[src/rtl/decode.sv]
// Decode stage: instruction field split, 19x19 register file, control decode and ID/EX register.
// Optional macro DECODE_BYPASS_EN forwards a same-cycle writeback to the register read ports.
module decode (
    input  logic        clk,
    input  logic        reset,
    input  logic        RegWriteW,
    input  logic [19:0] InstrD,
    input  logic [18:0] ResultW,
    input  logic [14:0] PCD,
    input  logic [4:0]  RdW,
    output logic        RegWriteE,
    output logic        MemWriteE,
    output logic        JumpE,
    output logic        BranchE,
    output logic        ALUSrcE,
    output logic [1:0]  ResultSrcE,
    output logic [2:0]  ALUControlE,
    output logic [18:0] RD1E,
    output logic [18:0] RD2E,
    output logic [18:0] ImmExtE,
    output logic [14:0] PCE,
    output logic [4:0]  RDE
);

    typedef enum logic [1:0] {
        T_RALU = 2'b00,
        T_IALU = 2'b01,
        T_MEM  = 2'b10,
        T_JAL  = 2'b11
    } instr_type_t;

    instr_type_t w_type;
    logic [2:0]  w_funct;
    logic [4:0]  w_rd, w_rs1, w_rs2, w_a2;
    logic        w_wr_en;
    logic [18:0] w_rd1, w_rd2, w_imm;
    logic        w_regwrite, w_memwrite, w_jump, w_branch, w_alusrc;
    logic [1:0]  w_resultsrc;
    logic [2:0]  w_aluctrl;

    logic [18:0] r_regs [1:18];

    assign w_type  = instr_type_t'(InstrD[4:3]);
    assign w_funct = InstrD[2:0];
    assign w_rd    = InstrD[9:5];
    assign w_rs1   = InstrD[14:10];
    assign w_rs2   = InstrD[19:15];
    assign w_a2    = (w_type == T_RALU) ? w_rs2 : w_rd;
    assign w_wr_en = RegWriteW && (RdW != 5'd0) && (RdW < 5'd19);

    always_ff @(posedge clk or negedge reset) begin
        if (!reset) begin
            for (int unsigned i = 1; i <= 18; i++) r_regs[i] <= '0;
        end else if (w_wr_en) begin
            r_regs[RdW] <= ResultW;
        end
    end

    // r0 and addresses 19..31 are hardwired to zero
    always_comb begin
        w_rd1 = '0;
        if (w_rs1 != 5'd0 && w_rs1 < 5'd19) w_rd1 = r_regs[w_rs1];
`ifdef DECODE_BYPASS_EN
        if (w_wr_en && w_rs1 == RdW) w_rd1 = ResultW;
`endif
    end

    always_comb begin
        w_rd2 = '0;
        if (w_a2 != 5'd0 && w_a2 < 5'd19) w_rd2 = r_regs[w_a2];
`ifdef DECODE_BYPASS_EN
        if (w_wr_en && w_a2 == RdW) w_rd2 = ResultW;
`endif
    end

    always_comb begin
        w_regwrite  = 1'b0;
        w_memwrite  = 1'b0;
        w_jump      = 1'b0;
        w_branch    = 1'b0;
        w_alusrc    = 1'b0;
        w_resultsrc = 2'b00;
        w_aluctrl   = 3'b000;
        case (w_type)
            T_RALU: begin
                w_regwrite = 1'b1;
                w_aluctrl  = w_funct;
            end
            T_IALU: begin
                w_regwrite = 1'b1;
                w_alusrc   = 1'b1;
                if (w_funct == 3'b111) w_resultsrc = 2'b01;
                else                   w_aluctrl   = w_funct;
            end
            T_MEM: begin
                if (w_funct == 3'b000) begin
                    w_memwrite = 1'b1;
                    w_alusrc   = 1'b1;
                end else if (w_funct == 3'b001) begin
                    w_branch  = 1'b1;
                    w_aluctrl = 3'b001;
                end
            end
            T_JAL: begin
                w_jump      = 1'b1;
                w_regwrite  = 1'b1;
                w_resultsrc = 2'b10;
            end
            default: ;
        endcase
    end

    assign w_imm = (w_type == T_JAL) ? {{9{InstrD[19]}}, InstrD[19:10]}
                                     : {{14{InstrD[19]}}, InstrD[19:15]};

    always_ff @(posedge clk or negedge reset) begin
        if (!reset) begin
            RegWriteE   <= 1'b0;
            MemWriteE   <= 1'b0;
            JumpE       <= 1'b0;
            BranchE     <= 1'b0;
            ALUSrcE     <= 1'b0;
            ResultSrcE  <= '0;
            ALUControlE <= '0;
            RD1E        <= '0;
            RD2E        <= '0;
            ImmExtE     <= '0;
            PCE         <= '0;
            RDE         <= '0;
        end else begin
            RegWriteE   <= w_regwrite;
            MemWriteE   <= w_memwrite;
            JumpE       <= w_jump;
            BranchE     <= w_branch;
            ALUSrcE     <= w_alusrc;
            ResultSrcE  <= w_resultsrc;
            ALUControlE <= w_aluctrl;
            RD1E        <= w_rd1;
            RD2E        <= w_rd2;
            ImmExtE     <= w_imm;
            PCE         <= PCD;
            RDE         <= w_rd;
        end
    end

endmodule

[config.mk]
export PLATFORM = sky130hd
export DESIGN_NAME = decode
export DESIGN_NICKNAME = d
export VERILOG_FILES = /design/src/rtl/decode.sv
export SDC_FILE = /design/constraint.sdc
export NUM_CORES = 1
export LEC_CHECK = 0
export BUFFER_PORTS_ARGS = -buffer_cell sky130_fd_sc_hd__buf_2
export CORE_ASPECT_RATIO = 0.75
export CORE_MARGIN = 4
export CORE_UTILIZATION = 43
export CTS_BUF_LIST = sky130_fd_sc_hd__clkbuf_8
export CTS_CLUSTER_DIAMETER = 200
export CTS_CLUSTER_SIZE = 28
export DETAILED_ROUTE_END_ITERATION = 8
export GPL_TIMING_DRIVEN = 0
export PLACE_DENSITY_LB_ADDON = 0.1
export SLEW_MARGIN = 10
export SYNTH_ARGS = -nofsm -noshare
export SYNTH_HDL_FRONTEND = slang
export SYNTH_SLANG_ARGS = --single-unit
[constraint.sdc]
create_clock -name clk -period 1.6 [get_ports clk]
set_input_delay 0.16 -clock clk [delete_from_list [all_inputs] [get_ports clk]]
set_output_delay 0.16 -clock clk [all_outputs]
set_load 0.1 [all_outputs]
==> flow_metrics.tcl, run 1 <==
set metrics [dict create \
    status "complete, but fails checks" \
    violations "negative setup slack" \
    wire_per_inst_um 30.9 \
    crit_required_ns 2.06 \
    grt_antenna_before_repair 1 \
    layout.cell_area.non_filler_um2 26400 \
    synth.avg_cell_area_um2 13.0 \
    post-dp-hpwl_um 52400 \
    setup-violations-final 36 \
    portBuffers 145 \
    synth_edf_count 0 \
    cp_common_cell "mux4_2" \
    synth.area.top_cells "dfrtp_1 49%, mux2_2 16%, mux4_2 8.6%" \
    row_count 70 \
    yosysTopAreaCell "dfrtp_1" \
    hold_violations 0 \
    drt-initial-drc-count 2089 \
    worstPathCellList "mux4_2 > mux4_2 > inv_2 > o22ai_4" \
    final_cell_mix "417 x dfrtp_1, 310 x mux2_2, 165 x buf_4" \
    clk_pin_slew_ns 0.18 \
    synth-compound-area-share_pct 9.50 \
    via_count 16500 \
    max_slew.worst_pin.slew_ns 1.37 \
    grt_usage_pct 29.8 \
    drc 0 \
    die_w_um 266 \
    clkLatencyLatePin_ns 0.68 \
    synth_nets 1729 \
    hp-class "in2async" \
    rsz0062_at_grt "yes" \
    slew_violations 0 \
    fmax_mhz 542 \
    async_reset_ff_share_pct 100 \
    yosys.area_share.simple_pct 5.42 \
    cts_max_level 1 \
    cts_max_path_buffers 3 \
    vias_per_cell 6.23 \
    grt_max_degree 110 \
    synthMuxAreaShare_pct 31.8 \
    synth-seq-cells 419 \
    slowest_stage "mux4_2" \
    cts-root-buf "clkbuf_8" \
    clock_sinks 419 \
    place_ws_ns -1.44 \
    grt_pass1_vias 16200 \
    fin_crit_sh_pct 115 \
    fin_nets 2060 \
    place_congestion 0.907 \
    antenna_left 0 \
    multiInputGateArea_um2 10700 \
    period_needed_ns 1.84 \
    ir_drop_v 0.000607 \
    coreArea_um2 49100 \
    synth-xor-area-share_pct 0 \
    cp_max_fo 4 \
    p_leak_nw 11.9 \
    synth_top_family_by_area "multiplexers" \
    placed_cell_area_um2 23500 \
    maxCapViolations 0 \
    io_pins 149 \
    synth_top_area_share_pct 48.7 \
    final_common_cell "dfrtp_1" \
    seq_area_um2 10500 \
    initial_core_util_pct 43.9 \
    num_antenna_cells 0 \
    worst_slew_margin_rel_pct 8.43 \
    numCtsBuffers 18 \
    synth_fa_ha_area_share_pct 0.290 \
    worst_setup_path_end_kind "flip-flop" \
    yosys_most_used_dff "dfrtp_1" \
    first_pass_iters 8 \
    synth_cells 1662 \
    setup.worst_path.start_class "flip-flop" \
    netlist_area_um2 21500 \
    ys_seq_area_share_pct 48.7 \
    ys_types 61 \
    fp.dieH_um 202 \
    crit_type "reg2reg" \
    wirelength_um 81700 \
    finClkSkew_ns 0.0545 \
    powerDensity_nw_per_um2 1050 \
    cp.arrival_ns 2.30 \
    syn_to_final_growth_pct 22.5 \
    yosys_warnings 0 \
    layout-drive-gt1-share_pct 46.3 \
    gr-total-overflow 0 \
    grt_first_pass_wirelength_um 117000 \
    critPathMaxStageDelay_ns 0.51 \
    cts_tree "built" \
    fillers 4188 \
    dieArea_um2 53800 \
    setup_ws_ns -0.243 \
]
[logic make-up (layout without fill, tap and decap cells)]
logic type / Yosys count / after routing
multiplexers: 531 / 531
flip-flops: 419 / 419
AO/OA/AOI/OAI: 273 / 273
AND/OR/NAND/NOR: 266 / 266
buffers and inverters: 168 / 500
adder cells (fa/ha/maj): 5 / 5
[path summary, 6_finish.rpt]
check                                  from          end  slack (ns)  cells past startpoint
worst max-delay path             r_regs[75]     RD1E[18]       -0.24                      4
worst min-delay path                  reset  r_regs[240]        0.05                      3
worst max register to register   r_regs[75]     RD1E[18]       -0.24                      4
worst min register to register  r_regs[219]  r_regs[219]        0.54                      1
max in group asynchronous             reset   r_regs[98]        0.52                      4
min in group clk                  InstrD[4]   ImmExtE[0]        0.08                      4
[flip-flops by register name, indices dropped and copies added (netlist names)]
| name | flops |
|---|---|
| BranchE | 1 |
| r_regs | 342 |
| ALUControlE | 3 |
| PCE | 15 |
| MemWriteE | 1 |
| ALUSrcE | 1 |
| RegWriteE | 1 |
| RD2E | 19 |
| RD1E | 19 |
| ImmExtE | 10 |
| RDE | 5 |
| ResultSrcE | 1 |
| JumpE | 1 |
[Yosys cell counts (all sizes together) (5+ instances only)]
cell and number:
nor3 5, a22o 21, nor3b 5, o22ai 21
nand2 168, mux2 376, mux2i 73, o211ai 10
o32ai 5, nor2b 9, o221ai 7, clkbuf 38
dfrtp 419, a221oi 38, mux4 82, inv 29
a22oi 8, and2 5, buf 100, nor2 47
ha 5, a211oi 5, o21ai 44, nand3 12
a21oi 81, a32oi 22
[layout make-up]
cell class	count	share of cell area [%]
Multi-Input combinational cell	1075	40.6
Sequential cell	419	39.7
Timing Repair Buffer	315	10.8
Buffer	134	4.31
Tap cell	648	3.07
Clock buffer	19	0.991
Inverter	30	0.522
Clock inverter	2	0.0285
[worst max-delay path, delay by kind of cell, from the launching register on]
family | cells | cell delay (ns)
multiplexers | 2 | 1.00
flip-flops | 1 | 0.45
AO/OA/AOI/OAI | 1 | 0.10
buffers and inverters | 1 | 0.09
[per-stage QoR]
step                      setup TNS [ns]  hold WS (ns)  std cells  utilization [%]  total power, mW
final                              -3.80        0.0539       2642             53.7             27.6
after global routing               -4.46        0.0362       2642             53.7             28.7
after CTS                          -3.61        0.0219       2612             52.5             27.2
after detailed placement         -209.18        0.0242       2459             47.8             21.8
after global placement          -3613.31         0.268       2455             47.5             21.6
after floorplan                    -3.53        -0.136       1662                -             19.4
[where the power goes]
part / internal, mW / switching [mW] / total, mW / leakage (nW)
clock network: 1.09 / 3.39 / 4.48 / 0.147
registers: 12.5 / 1.39 / 13.8 / 5.33
logic: 4.21 / 5.11 / 9.33 / 6.39
[layer usage]
layer / vias to the layer above / GRT usage, % / part of all wire, %
li1: 6815 / - / -
met1: 8667 / 45.0 / 44
met2: 862 / 42.6 / 42
met3: 116 / 8.23 / 11
met4: 0 / 7.28 / 2.6
met5: - / 0 / 0
[what timing repair did]
item,CTS,global route
endpoints found under the hold margin,424,24
hold buffers,59,1
gates cloned,3,1
setup buffers,73,32
pin swaps,29,26
resized for setup,236,90
setup endpoints to repair,165,163
No activity file was read; power rests on OpenSTA's default activity.
==> run 2: changes to the inputs <==
--- a/config.mk
+++ b/config.mk
@@ -14,7 +14,8 @@
 export CTS_CLUSTER_SIZE = 28
 export DETAILED_ROUTE_END_ITERATION = 8
 export GPL_TIMING_DRIVEN = 0
-export PLACE_DENSITY_LB_ADDON = 0.1
+export MAX_ROUTING_LAYER = met4
+export SETUP_SLACK_MARGIN = 0.2
 export SLEW_MARGIN = 10
 export SYNTH_ARGS = -nofsm -noshare
 export SYNTH_HDL_FRONTEND = slang
==> run 2 against run 1 <==
Net effect:
- the run ends with negative hold slack, negative setup slack left
- non-clock buffer count grew 45
- fmax grew 4.6%
- critical endpoint is now RD1E[16]
- final cell count grew 1.7%
- via count grew 3.7%
- sequential power is essentially flat
==> flow_metrics.tcl, run 2 (synthesized netlist as in run 1, its figures left out) <==
set metrics [dict create \
    cts-root-buf "clkbuf_8" \
    p_leak_nw 12.6 \
    status "complete, but fails checks" \
    via_count 17100 \
    critPathMaxStageDelay_ns 0.55 \
    fillers 3963 \
    setup.worst_path.start_class "flip-flop" \
    drt-initial-drc-count 2042 \
    grt_antenna_before_repair 0 \
    maxCapViolations 0 \
    portBuffers 145 \
    final_common_cell "dfrtp_1" \
    final_cell_mix "417 x dfrtp_1, 300 x mux2_2, 148 x nand2_1" \
    worst_setup_path_end_kind "flip-flop" \
    fmax_mhz 567 \
    hold_violations 141 \
    crit_type "reg2reg" \
    cts_max_level 1 \
    rsz0062_at_grt "yes" \
    ir_drop_v 0.000570 \
    vias_per_cell 6.35 \
    io_pins 149 \
    grt_max_degree 109 \
    crit_family "multiplexers" \
    placed_cell_area_um2 23700 \
    layout-drive-gt1-share_pct 50.3 \
    cts_max_path_buffers 3 \
    initial_core_util_pct 43.9 \
    gr-total-overflow 0 \
    crit_required_ns 2.11 \
    slew_violations 0 \
    clkLatencyLatePin_ns 0.66 \
    setup-violations-final 33 \
    fp.dieH_um 202 \
    worst_slew_margin_rel_pct 12.4 \
    grt_first_pass_wirelength_um 120000 \
    clk_pin_slew_ns 0.18 \
    violations "negative hold slack, negative setup slack" \
    hp-class "in2async" \
    num_antenna_cells 0 \
    powerDensity_nw_per_um2 1020 \
    cp_common_cell "mux4_2" \
    fin_nets 2105 \
    fin_crit_sh_pct 110 \
    wirelength_um 84100 \
    power.total_mw 28.9 \
    numCtsBuffers 18 \
    period_needed_ns 1.76 \
    wire_per_inst_um 31.3 \
    largest_reg_flops 342 \
    cp_num_buf_inv 1 \
    die_w_um 266 \
    largest_register "r_regs" \
    cts_tree "built" \
    whs_ns -0.588 \
    cp_max_fo 3 \
    reg_top3 "r_regs (342), RD1E (19), RD2E (19)" \
    coreArea_um2 49100 \
    syn_to_final_growth_pct 31.1 \
    max_slew.worst_pin.slew_ns 1.31 \
    place_congestion 0.932 \
    cp.arrival_ns 2.27 \
    post-dp-hpwl_um 52400 \
    layout.cell_area.non_filler_um2 28200 \
    clock_sinks 419 \
    dieArea_um2 53800 \
    holdBufCountCts 57 \
    row_count 70 \
    first_pass_iters 6 \
    finClkSkew_ns 0.0188 \
    drc 0 \
    grt_usage_pct 31.6 \
    worstPathCellList "mux4_2 > mux4_2 > inv_2 > o22ai_2" \
    setup_ws_ns -0.163 \
    antenna_left 0 \
    slowest_stage "mux4_2" \
    grt_pass1_vias 17000 \
]
==> run 2: worst reg2reg max path: cells and delay by family (launching register included) <==
family / cells / cell delay, ns
AOI/OAI and AO/OA: 1 / 0.06
buffers and inverters: 1 / 0.09
DFF: 1 / 0.43
muxes: 2 / 1.04
==> run 2: layer usage <==
layer	global-route usage, %	up-vias	wire, µm
li1	-	6895	-
met4	10.7	0	3660
met2	43.6	1081	35300
met5	-	-	0
met1	44.0	8878	35600
met3	10.1	218	9570
==> run 2: layout make-up <==
class / instances / area [µm²] / share of cell area, %
Buffer: 138 / 1310 / 4.65
Clock buffer: 19 / 262 / 0.926
Clock inverter: 2 / 7.51 / 0.0266
Inverter: 30 / 138 / 0.487
Multi-Input combinational cell: 1075 / 11000 / 39.0
Sequential cell: 419 / 10500 / 37.1
Tap cell: 648 / 811 / 2.87
Timing Repair Buffer: 356 / 4220 / 14.9
==> run 2: metrics by stage <==
step	setup slack, ns	TNS (ns)	std cells	hold WS, ns	utilization, %
after floorplan	-0.224	-3.53	1662	-0.136	-
after global placement	-8.87	-3504.91	2455	0.268	47.9
after detailed placement	-1.34	-151.92	2459	0.181	48.1
after CTS	-0.145	-2.82	2653	-0.547	55.6
after global routing	-0.196	-4.42	2687	-0.560	57.5
final	-0.163	-3.40	2687	-0.588	57.5
==> run 2: final timing paths <==
check / startpoint / endpoint / slack (ns) / depth (start not counted)
worst max register to register: r_regs[73] / RD1E[16] / -0.16 / 4
worst min-delay path: reset / PCE[8] / -0.59 / 1
worst min register to register: r_regs[219] / r_regs[219] / 0.53 / 1
max in group asynchronous: reset / r_regs[117] / 0.58 / 4
min in group clk: InstrD[16] / ImmExtE[6] / 0.07 / 4
worst max-delay path: r_regs[73] / RD1E[16] / -0.16 / 4
==> run 2: timing repair <==
item / CTS / global route
gates resized for setup: 496 / 135
setup endpoints to repair: 185 / 139
gates cloned: 5 / 0
setup buffers: 111 / 35
pin swaps: 61 / 54
hold endpoints to repair: 275 / 77
==> run 2: where the power goes <==
group / internal, mW / switching (mW)
Combinational: 5.12 / 5.35
Clock: 1.09 / 3.37
Sequential: 12.5 / 1.51
Total: 18.7 / 10.2
